<file path="config.mk">
export PLATFORM = sky130hd
export DESIGN_NAME = wb_writer
export DESIGN_NICKNAME = d
export VERILOG_FILES = /design/src/rtl/wb_writer.sv
export SDC_FILE = /design/constraint.sdc
export NUM_CORES = 1
export LEC_CHECK = 0
export ABC_AREA = 1
export CELL_PAD_IN_SITES_DETAIL_PLACEMENT = 0
export CELL_PAD_IN_SITES_GLOBAL_PLACEMENT = 1
export CORE_ASPECT_RATIO = 0.6
export CORE_MARGIN = 8
export CORE_UTILIZATION = 38
export CTS_CLUSTER_DIAMETER = 120
export DETAILED_ROUTE_END_ITERATION = 6
export GPL_TIMING_DRIVEN = 0
export PLACE_DENSITY_LB_ADDON = 0.1
export SLEW_MARGIN = 20
export SYNTH_ARGS = -nofsm -noshare
export SYNTH_HDL_FRONTEND = slang
export SYNTH_SLANG_ARGS = --single-unit
</file>
<file path="constraint.sdc">
create_clock -name clk_i -period 3.1 [get_ports clk_i]
set_input_delay 0.62 -clock clk_i [delete_from_list [all_inputs] [get_ports clk_i]]
set_output_delay 0.62 -clock clk_i [all_outputs]
set_load 0.01 [all_outputs]
</file>
<file path="src/rtl/wb_writer.sv">
// Writeback-stage producer for the integer register file write port.
// Retires instructions from MEM over a valid/ready handshake. Loads wait
// for the data-memory response, which is aligned and extended before the
// write. Also reports the outstanding load to ID and counts retirements.
module wb_writer #(
   parameter int XLEN         = 32,
   parameter int REG_ADDR_W   = 5,
   parameter int LOAD_TIMEOUT = 255
) (
   input  logic                  clk_i,
   input  logic                  rst_ni,
   input  logic                  valid_i,
   output logic                  ready_o,
   input  logic                  wreg_i,
   input  logic [REG_ADDR_W-1:0] waddr_i,
   input  logic [XLEN-1:0]       wdata_i,
   input  logic                  is_load_i,
   input  logic [2:0]            funct3_i,
   input  logic [1:0]            addr_lo_i,
   input  logic                  dmem_rvalid_i,
   input  logic [XLEN-1:0]       dmem_rdata_i,
   output logic                  we_o,
   output logic [REG_ADDR_W-1:0] waddr_o,
   output logic [XLEN-1:0]       wdata_o,
   output logic                  pending_o,
   output logic [REG_ADDR_W-1:0] pending_addr_o,
   output logic                  err_o,
   output logic [63:0]           instret_o
);

   localparam int CNT_W = (LOAD_TIMEOUT < 1) ? 1 : $clog2(LOAD_TIMEOUT + 1);

   typedef enum logic [0:0] {
      IDLE     = 1'b0,
      WAIT_RSP = 1'b1
   } state_t;

   state_t state_q, state_d;

   // Captured context of the outstanding load
   logic [REG_ADDR_W-1:0] ld_addr_q;
   logic [2:0]            ld_f3_q;
   logic [1:0]            ld_lo_q;
   logic                  ld_wreg_q;
   logic [CNT_W-1:0]      to_cnt_q;

   logic take;
   logic timeout;

   // Aligned load data
   logic [7:0]      ld_byte;
   logic [15:0]     ld_half;
   logic [XLEN-1:0] ld_data;
   logic            f3_legal;

   // Commit request, registered onto the write port next edge
   logic                  wr_en_d;
   logic [REG_ADDR_W-1:0] wr_addr_d;
   logic [XLEN-1:0]       wr_data_d;
   logic                  err_d;
   logic                  retire_d;

   assign take    = valid_i && ready_o;
   // The count reaching the limit only ends the load if no response shows
   // up in the same cycle; the response check is ordered first below.
   assign timeout = (to_cnt_q == CNT_W'(LOAD_TIMEOUT));

   // Select and extend the addressed byte/halfword of the response word
   always_comb begin
      ld_byte  = dmem_rdata_i[{ld_lo_q, 3'b000} +: 8];
      ld_half  = dmem_rdata_i[{ld_lo_q[1], 4'b0000} +: 16];
      ld_data  = dmem_rdata_i;
      f3_legal = 1'b1;
      case (ld_f3_q)
         3'b000:  ld_data = {{(XLEN-8){ld_byte[7]}}, ld_byte};
         3'b001:  ld_data = {{(XLEN-16){ld_half[15]}}, ld_half};
         3'b010:  ld_data = dmem_rdata_i;
         3'b100:  ld_data = {{(XLEN-8){1'b0}}, ld_byte};
         3'b101:  ld_data = {{(XLEN-16){1'b0}}, ld_half};
         default: f3_legal = 1'b0;
      endcase
   end

   // State register
   always_ff @(posedge clk_i or negedge rst_ni) begin
      // NOTE: sequential state uses non-blocking assignments so every
      // register samples pre-edge values regardless of block ordering.
      if (!rst_ni) state_q <= IDLE;
      else         state_q <= state_d;
   end

   // Next-state logic
   always_comb begin
      // NOTE: default assignment first so no path leaves state_d unassigned
      // (which would infer a latch).
      state_d = state_q;
      case (state_q)
         IDLE:     if (take && is_load_i) state_d = WAIT_RSP;
         WAIT_RSP: if (dmem_rvalid_i || timeout) state_d = IDLE;
         default:  state_d = IDLE;
      endcase
   end

   // Handshake, hazard outputs and the commit request for this cycle
   always_comb begin
      ready_o        = (state_q == IDLE);
      pending_o      = (state_q == WAIT_RSP);
      pending_addr_o = (state_q == WAIT_RSP) ? ld_addr_q : '0;
      wr_en_d        = 1'b0;
      wr_addr_d      = waddr_i;
      wr_data_d      = wdata_i;
      err_d          = 1'b0;
      retire_d       = 1'b0;
      case (state_q)
         IDLE: begin
            if (take && !is_load_i) begin
               wr_en_d  = wreg_i && (waddr_i != '0);
               retire_d = 1'b1;
            end
         end
         WAIT_RSP: begin
            wr_addr_d = ld_addr_q;
            wr_data_d = ld_data;
            if (dmem_rvalid_i) begin
               // funct3 legality is judged when the data arrives
               if (f3_legal) begin
                  wr_en_d  = ld_wreg_q && (ld_addr_q != '0);
                  retire_d = 1'b1;
               end else begin
                  err_d = 1'b1;
               end
            end else if (timeout) begin
               err_d = 1'b1;
            end
         end
         default: ;
      endcase
   end

   // Capture load context on acceptance and run the response timeout counter
   always_ff @(posedge clk_i or negedge rst_ni) begin
      if (!rst_ni) begin
         ld_addr_q <= '0;
         ld_f3_q   <= '0;
         ld_lo_q   <= '0;
         ld_wreg_q <= 1'b0;
         to_cnt_q  <= '0;
      end else if (take && is_load_i) begin
         ld_addr_q <= waddr_i;
         ld_f3_q   <= funct3_i;
         ld_lo_q   <= addr_lo_i;
         ld_wreg_q <= wreg_i;
         to_cnt_q  <= '0;
      end else if (state_q == WAIT_RSP && !dmem_rvalid_i && !timeout) begin
         to_cnt_q <= to_cnt_q + CNT_W'(1);
      end
   end

   // Register file write port, error pulse and retirement counter
   always_ff @(posedge clk_i or negedge rst_ni) begin
      if (!rst_ni) begin
         we_o      <= 1'b0;
         waddr_o   <= '0;
         wdata_o   <= '0;
         err_o     <= 1'b0;
         instret_o <= '0;
      end else begin
         we_o  <= wr_en_d;
         err_o <= err_d;
         // Address/data hold their last written values between writes
         if (wr_en_d) begin
            waddr_o <= wr_addr_d;
            wdata_o <= wr_data_d;
         end
         if (retire_d) instret_o <= instret_o + 64'd1;
      end
   end

endmodule
</file>
==> flow_summary.toml, run 1 <==
[logic_synthesis]
synth_cell_types = 33
synth_seq_cells = 123
syn_avg_cell_area_sq_um = 6.75
syn_inst = 1183
synth_fp_nets = 1265
yosysSeqAreaShare = 0.386
syn-cell-area_sq_um = 7980
ys_warn_count = 0

[floorplan]
start_util = 0.383
die-area_sq_um = 26100
std_cell_rows = 41
ios = 190
core-area_sq_um = 20800
die_y_microns = 128
die-width_microns = 203

[worst_setup_path]
worstSetupPathType = "reg -> out"
worstPathRequired_ns = 2.48
cp.arrival_ns = 2.23
critPathLaunchType = "flop"
crit_fanout = 10
crit_path_end_kind = "primary output"

[finish]
n_antenna_cell = 0
finalInstanceArea_sq_um = 10800
final_layout_size_suffix_gt1_frac = 0.101
syn2layout_area_growth_pct = 35.6
stdcell_count = 1682
num-nets-final = 1473
fillers = 2115

[flow_run]
maxCapViolCount = 0

[clocking]
cts_setup_buffers = 0
clock_latency_ns = 0.44
cts_buffers = 17
clock_path_buffers = 2
cts_tree = "yes"
cts_root_buf = "clkbuf_16"
cts_sinks = 123
htreeDepth = 4
hold_buffers = 0
post_cts_resized = 0
clk_pin_slew_worst_paths_ns = 0.06

[drt]
vias_per_cell = 4.98
finalWirelength_microns = 32000
drtAntennaViolNets = 0
drtIter0Drc = 747
drt-pass1-iter-count = 7
num_vias = 8382
post-route-drc-count = 0
drt-wirelength-per-cell_microns = 19.0

[sta]
setup_viol = 0
hold_violations = 0
skew_ns = 0.0126
worst_slack_ns = 0.253
tns_ns = 0
slew_viol_final = 0
max_freq_mhz = 351
min_period_ns = 2.85
finalCritPeriodShare = 0.918
timing.hold.ws_ns = 0.0551
worst_pin_slew_ns = 0.599
rsz0062_at_grt = "no"
max_slew_margin = 0.596

[placement]
placed_cells = 1652
io_buffers = 189
place_hpwl_microns = 25600
place_ws_ns = 0.463
gp_congestion = 0.928
postPlaceCellArea_sq_um = 10300

[global_routing]
grt_max_degree = 89
antenna_found_initial = 0
grt_pass1_wl_microns = 47900
grt_usage = 0.246
grt_pass1_vias = 7548
gr-total-overflow = 0

[power_and_ir_drop]
powerDensity_nw_per_um2 = 621
p_leak_nw = 4.76
peakVddDrop_mv = 0.457

[hold_path]
hold_path_class = "in -> async"

[status]
status = "finished, final reports clean"
==> worst max-delay path: stages (launching register included) <==
cell and delay (ns):
dfrtp_1 0.51, clkbuf_1 0.48, nand2_1 0.10, inv_1 0.12, clkdlybuf4s50_1 0.57
==> path summary, 6_finish.rpt <==
kind                               start                end  slack, ns  cells after the start
setup / recovery               pending_o  pending_addr_o[0]       0.25                      4
hold / removal                    rst_ni         wdata_o[2]       0.06                      1
setup reg to reg           instret_o[18]      instret_o[30]       1.00                      8
hold reg to reg              wdata_o[28]        wdata_o[28]       0.48                      2
max in group asynchronous         rst_ni      instret_o[27]       2.25                      2
min in group clk_i           wdata_o[28]        wdata_o[28]       0.48                      2
==> where the power goes <==
| part | internal (mW) | total (mW) | switching (mW) |
|---|---|---|---|
| Clock | 1.23 | 2.00 | 0.770 |
| Combinational | 1.10 | 2.31 | 1.21 |
| Sequential | 2.00 | 2.41 | 0.410 |
==> flip-flops by register name (all words and copies together) (netlist names) <==
signal	count
ld_lo_q	2
ld_addr_q	5
ld_f3_q	3
ld_wreg_q	1
instret_o	64
to_cnt_q	8
wdata_o	32
err_o	1
waddr_o	5
pending_o	1
we_o	1
==> logic make-up (layout without fill, tap and decap cells) <==
group	after synthesis	count (layout)	share of synthesized area
DFF	123	123	0.386
and+or+nand+nor	747	747	0.404
xor gates and xnor gates	34	34	0.0373
buffers and inverters	141	361	0.0751
AOI/OAI and AO/OA	136	136	0.0948
adders and majority gates	2	2	0.00313
==> cells in the mapped netlist (all sizes together) <==
| master | instances | area [sq um] |
|---|---|---|
| a21o | 1 | 7.51 |
| a21oi | 26 | 130 |
| buf | 28 | 175 |
| clkbuf | 8 | 30.0 |
| dfrtp | 123 | 3080 |
| ha | 2 | 25.0 |
| inv | 105 | 394 |
| nand2 | 467 | 1820 |
| nand3 | 50 | 273 |
| nand3b | 3 | 22.5 |
| nand4 | 18 | 113 |
| nor2 | 199 | 933 |
| nor3 | 7 | 45.0 |
| o211ai | 26 | 200 |
| o21ai | 83 | 419 |
| or2 | 3 | 18.8 |
| xnor2 | 12 | 105 |
| xor2 | 22 | 193 |
==> metrics by stage <==
stage          power (mW)  utilization
6_report             6.72        0.520
5_1_grt              7.08        0.520
4_1_cts              6.74        0.520
3_5_place_dp         4.72        0.492
3_3_place_gp         4.71        0.491
2_1_floorplan        3.43            -
==> cell type report <==
type	instances	area [sq um]	share of cell area
Clock inverter	9	95.1	0.00879
Buffer	35	201	0.0186
Timing Repair Buffer	190	1920	0.178
Sequential cell	123	3080	0.284
Multi-Input combinational cell	919	4310	0.398
Inverter	105	394	0.0364
Tap cell	279	349	0.0323
Clock buffer	22	474	0.0438
==> layout by cell type, fill, tap and decap left out, types with 2 or more instances in the layout <==
| master | count |
|---|---|
| inv_1 | 91 |
| ha_1 | 2 |
| inv_2 | 14 |
| nor2_1 | 160 |
| xor2_1 | 22 |
| o21ai_0 | 62 |
| nor2_4 | 15 |
| nor3_2 | 2 |
| clkdlybuf4s50_1 | 188 |
| buf_2 | 17 |
| buf_4 | 7 |
| buf_6 | 3 |
| nand3b_1 | 3 |
| nand3_2 | 2 |
| nand2_2 | 18 |
| nor3_1 | 5 |
| xnor2_1 | 12 |
| o211ai_1 | 25 |
| nand4_1 | 18 |
| nand3_1 | 47 |
| clkbuf_1 | 10 |
| dfrtp_1 | 123 |
| o21ai_1 | 20 |
| nand2_1 | 446 |
| clkbuf_8 | 3 |
| nor2_2 | 23 |
| or2_2 | 3 |
| clkinv_2 | 7 |
| bufinv_16 | 2 |
| a21oi_1 | 26 |
| nand2_4 | 3 |
| clkbuf_16 | 17 |
==> metal layers <==
layer / global-route usage / vias to the layer above / share of wire
met3: 0.0876 / 20 / 0.10
li1: - / 4142 / -
met5: 0 / - / 0
met2: 0.281 / 325 / 0.34
met1: 0.408 / 3895 / 0.55
met4: 0.0416 / 0 / 0.0071
Power figures use the tool's default switching activity.
==> run 2: changes to the inputs <==
- ABC_AREA: 1 -> 0
==> flow_summary.toml, run 2 <==
[sta]
finalCritPeriodShare = 0.946
worst_slack_ns = 0.168
skew_ns = 0.0106
worst_pin_slew_ns = 0.834
max_slew_margin = 0.435
max_freq_mhz = 341
tns_ns = 0
timing.hold.ws_ns = 0.118
hold_violations = 0
setup_viol = 0
slew_viol_final = 0
min_period_ns = 2.93
rsz0062_at_grt = "no"

[worst_setup_path]
cpMaxStageDelayCell = "clkdlybuf4s50_1"
reg2reg_depth = 7
crit_path_end_kind = "primary output"
path_cells = "buf_6 > inv_1 > clkbuf_1 > clkdlybuf4s50_1"
critPathLaunchType = "flop"
slowest_delay_ns = 0.63
crit_fanout = 10
worstPathRequired_ns = 2.48
cp.arrival_ns = 2.31
worstSetupPathType = "reg -> out"

[drt]
drt-pass1-iter-count = 5
num_vias = 5970
drt-wirelength-per-cell_microns = 20.4
post-route-drc-count = 0
finalWirelength_microns = 22700
drtAntennaViolNets = 0
drtIter0Drc = 514
vias_per_cell = 5.37

[placement]
place_hpwl_microns = 17800
postPlaceCellArea_sq_um = 8520
gp_congestion = 0.908
place_ws_ns = 0.112
placed_cells = 1080
io_buffers = 189

[finish]
finalInstanceArea_sq_um = 9100
largest_reg_flops = 64
fillers = 1430
ff_latch_area_sq_um = 3080
stdcell_count = 1111
syn2layout_area_growth_pct = 44.0
top_regs = "instret_o: 64 flops, wdata_o: 32 flops, to_cnt_q: 8 flops"
regMostFlops = "instret_o"
n_antenna_cell = 0
num-nets-final = 953
final_cell_mix = "clkdlybuf4s50_1 (188), dfrtp_1 (123), nand2_1 (119)"
post-route-util = 0.559
final_common_cell = "clkdlybuf4s50_1"
multi_input_area_sq_um = 3070
final_layout_size_suffix_gt1_frac = 0.0736

[global_routing]
grt_pass1_wl_microns = 35700
grt_pass1_vias = 5951
gr-total-overflow = 0
grt_usage = 0.218
antenna_found_initial = 0
grt_max_degree = 77

[logic_synthesis]
synthXorXnorAreaFrac = 0.0943
synth_fp_nets = 744
synth_top_family_by_area = "simple AND/OR/NAND/NOR gates"
syn_inst = 662
synthTopCellsByCount = "dfrtp_1 (123), nand2_1 (119), nor2_1 (49), o21ai_0 (48), xnor2_1 (36)"
yosys.area_share.simple = 0.244
synth_compound_area_frac = 0.136
synthMuxAreaShare = 0.00852
synth_enable_flop_cells = 0
yosysSeqAreaShare = 0.487
async_reset_ff_frac = 1.00
synthAdderAreaFrac = 0.00396
synth_cell_types = 56
syn_avg_cell_area_sq_um = 9.54
ys_warn_count = 0
ys.flop_type = "dfrtp_1"
synth_top_area_cell = "dfrtp_1"
syn-cell-area_sq_um = 6320
synth_most_common_cell = "dfrtp_1"
synth_seq_cells = 123
synth_area_leaders = "dfrtp_1 (49%), nand2_1 (7.1%), xnor2_1 (5.0%)"
synth_top_area_frac = 0.487

[clocking]
post_cts_resized = 0
cts_root_buf = "clkbuf_16"
cts_buffers = 17
cts_sinks = 123
cts_setup_buffers = 0
clock_latency_ns = 0.42
cts_tree = "yes"
hold_buffers = 0
clock_path_buffers = 2
htreeDepth = 4
clk_pin_slew_worst_paths_ns = 0.06

[floorplan]
core-area_sq_um = 16300
start_util = 0.388
ios = 190
die-width_microns = 182
die-area_sq_um = 21100
std_cell_rows = 36
die_y_microns = 116

[power_and_ir_drop]
switching_share = 0.317
power_frac_seq = 0.374
internal-power_mw = 3.83
p_clk_frac = 0.353
p_leak_nw = 3.85
netSwitchingPower_mw = 1.77
peakVddDrop_mv = 0.381
power_mw = 5.60
powerDensity_nw_per_um2 = 616
combPwrFrac = 0.273

[hold_path]
hold_path_class = "in -> async"

[status]
status = "finished, final reports clean"

[flow_run]
maxCapViolCount = 0
## run 2: cell types whose count changed after synthesis, moves of 19 or more
cell / previous run / this run
nand3_1: 47 / 28
xnor2_1: 12 / 36
nor2_1: 160 / 49
inv_1: 91 / 7
nand2_1: 446 / 119
o211ai_1: 25 / 1
nor2_2: 23 / 0
## run 2: power groups by stage
stage	Clock [mW]	Combinational [mW]	Sequential (mW)
CTS	2.00	1.54	2.10
floorplan	0	0.555	2.18
detailed placement	0	1.54	2.12
global route	2.08	1.66	2.13
finish	1.98	1.53	2.10
global placement	0	1.52	2.11
## run 2: cell families after synthesis
group | Yosys count
AO/OA/AOI/OAI | 127
XOR/XNOR | 68
adder cells (fa/ha/maj) | 2
buffers and inverters | 37
flip-flops | 123
multiplexers | 4
AND/OR/NAND/NOR | 301
## run 2: area by class of cell
type | instances | area share
inverters | 9 | 0.00371
plain buffers | 28 | 0.0143
repair buffers | 190 | 0.211
flip-flops and latches | 123 | 0.338
well taps | 228 | 0.0314
clock inverters | 13 | 0.0160
multi-input cells | 502 | 0.338
clock buffers | 18 | 0.0472
## run 2: worst max-delay path: cells and delay by family, from the launching register on
kind / cells / cell delay [ns]
buffers and inverters: 4 / 1.49
DFF: 1 / 0.40
## run 2: worst paths after layout
check | start | end | slack, ns
hold / removal | rst_ni | wdata_o[6] | 0.12
min in group clk_i | instret_o[63] | instret_o[63] | 0.48
setup / recovery | pending_o | ready_o | 0.17
max in group asynchronous | rst_ni | instret_o[17] | 2.22
setup reg to reg | ld_lo_q[1] | wdata_o[22] | 0.74
hold reg to reg | instret_o[63] | instret_o[63] | 0.48
## run 2: routing by layer
metal | part of all wire | wire length [microns] | track usage
met5 | 0 | 0 | 0
met4 | 0.0079 | 180 | 0.0484
met3 | 0.070 | 1580 | 0.0567
met2 | 0.40 | 9090 | 0.302
met1 | 0.52 | 11800 | 0.331
==> run 3: changes to the inputs <==
- CAP_MARGIN: default -> 20
==> results of run 3 <==
Final layout, timing and power as in run 2 (identical DEF).
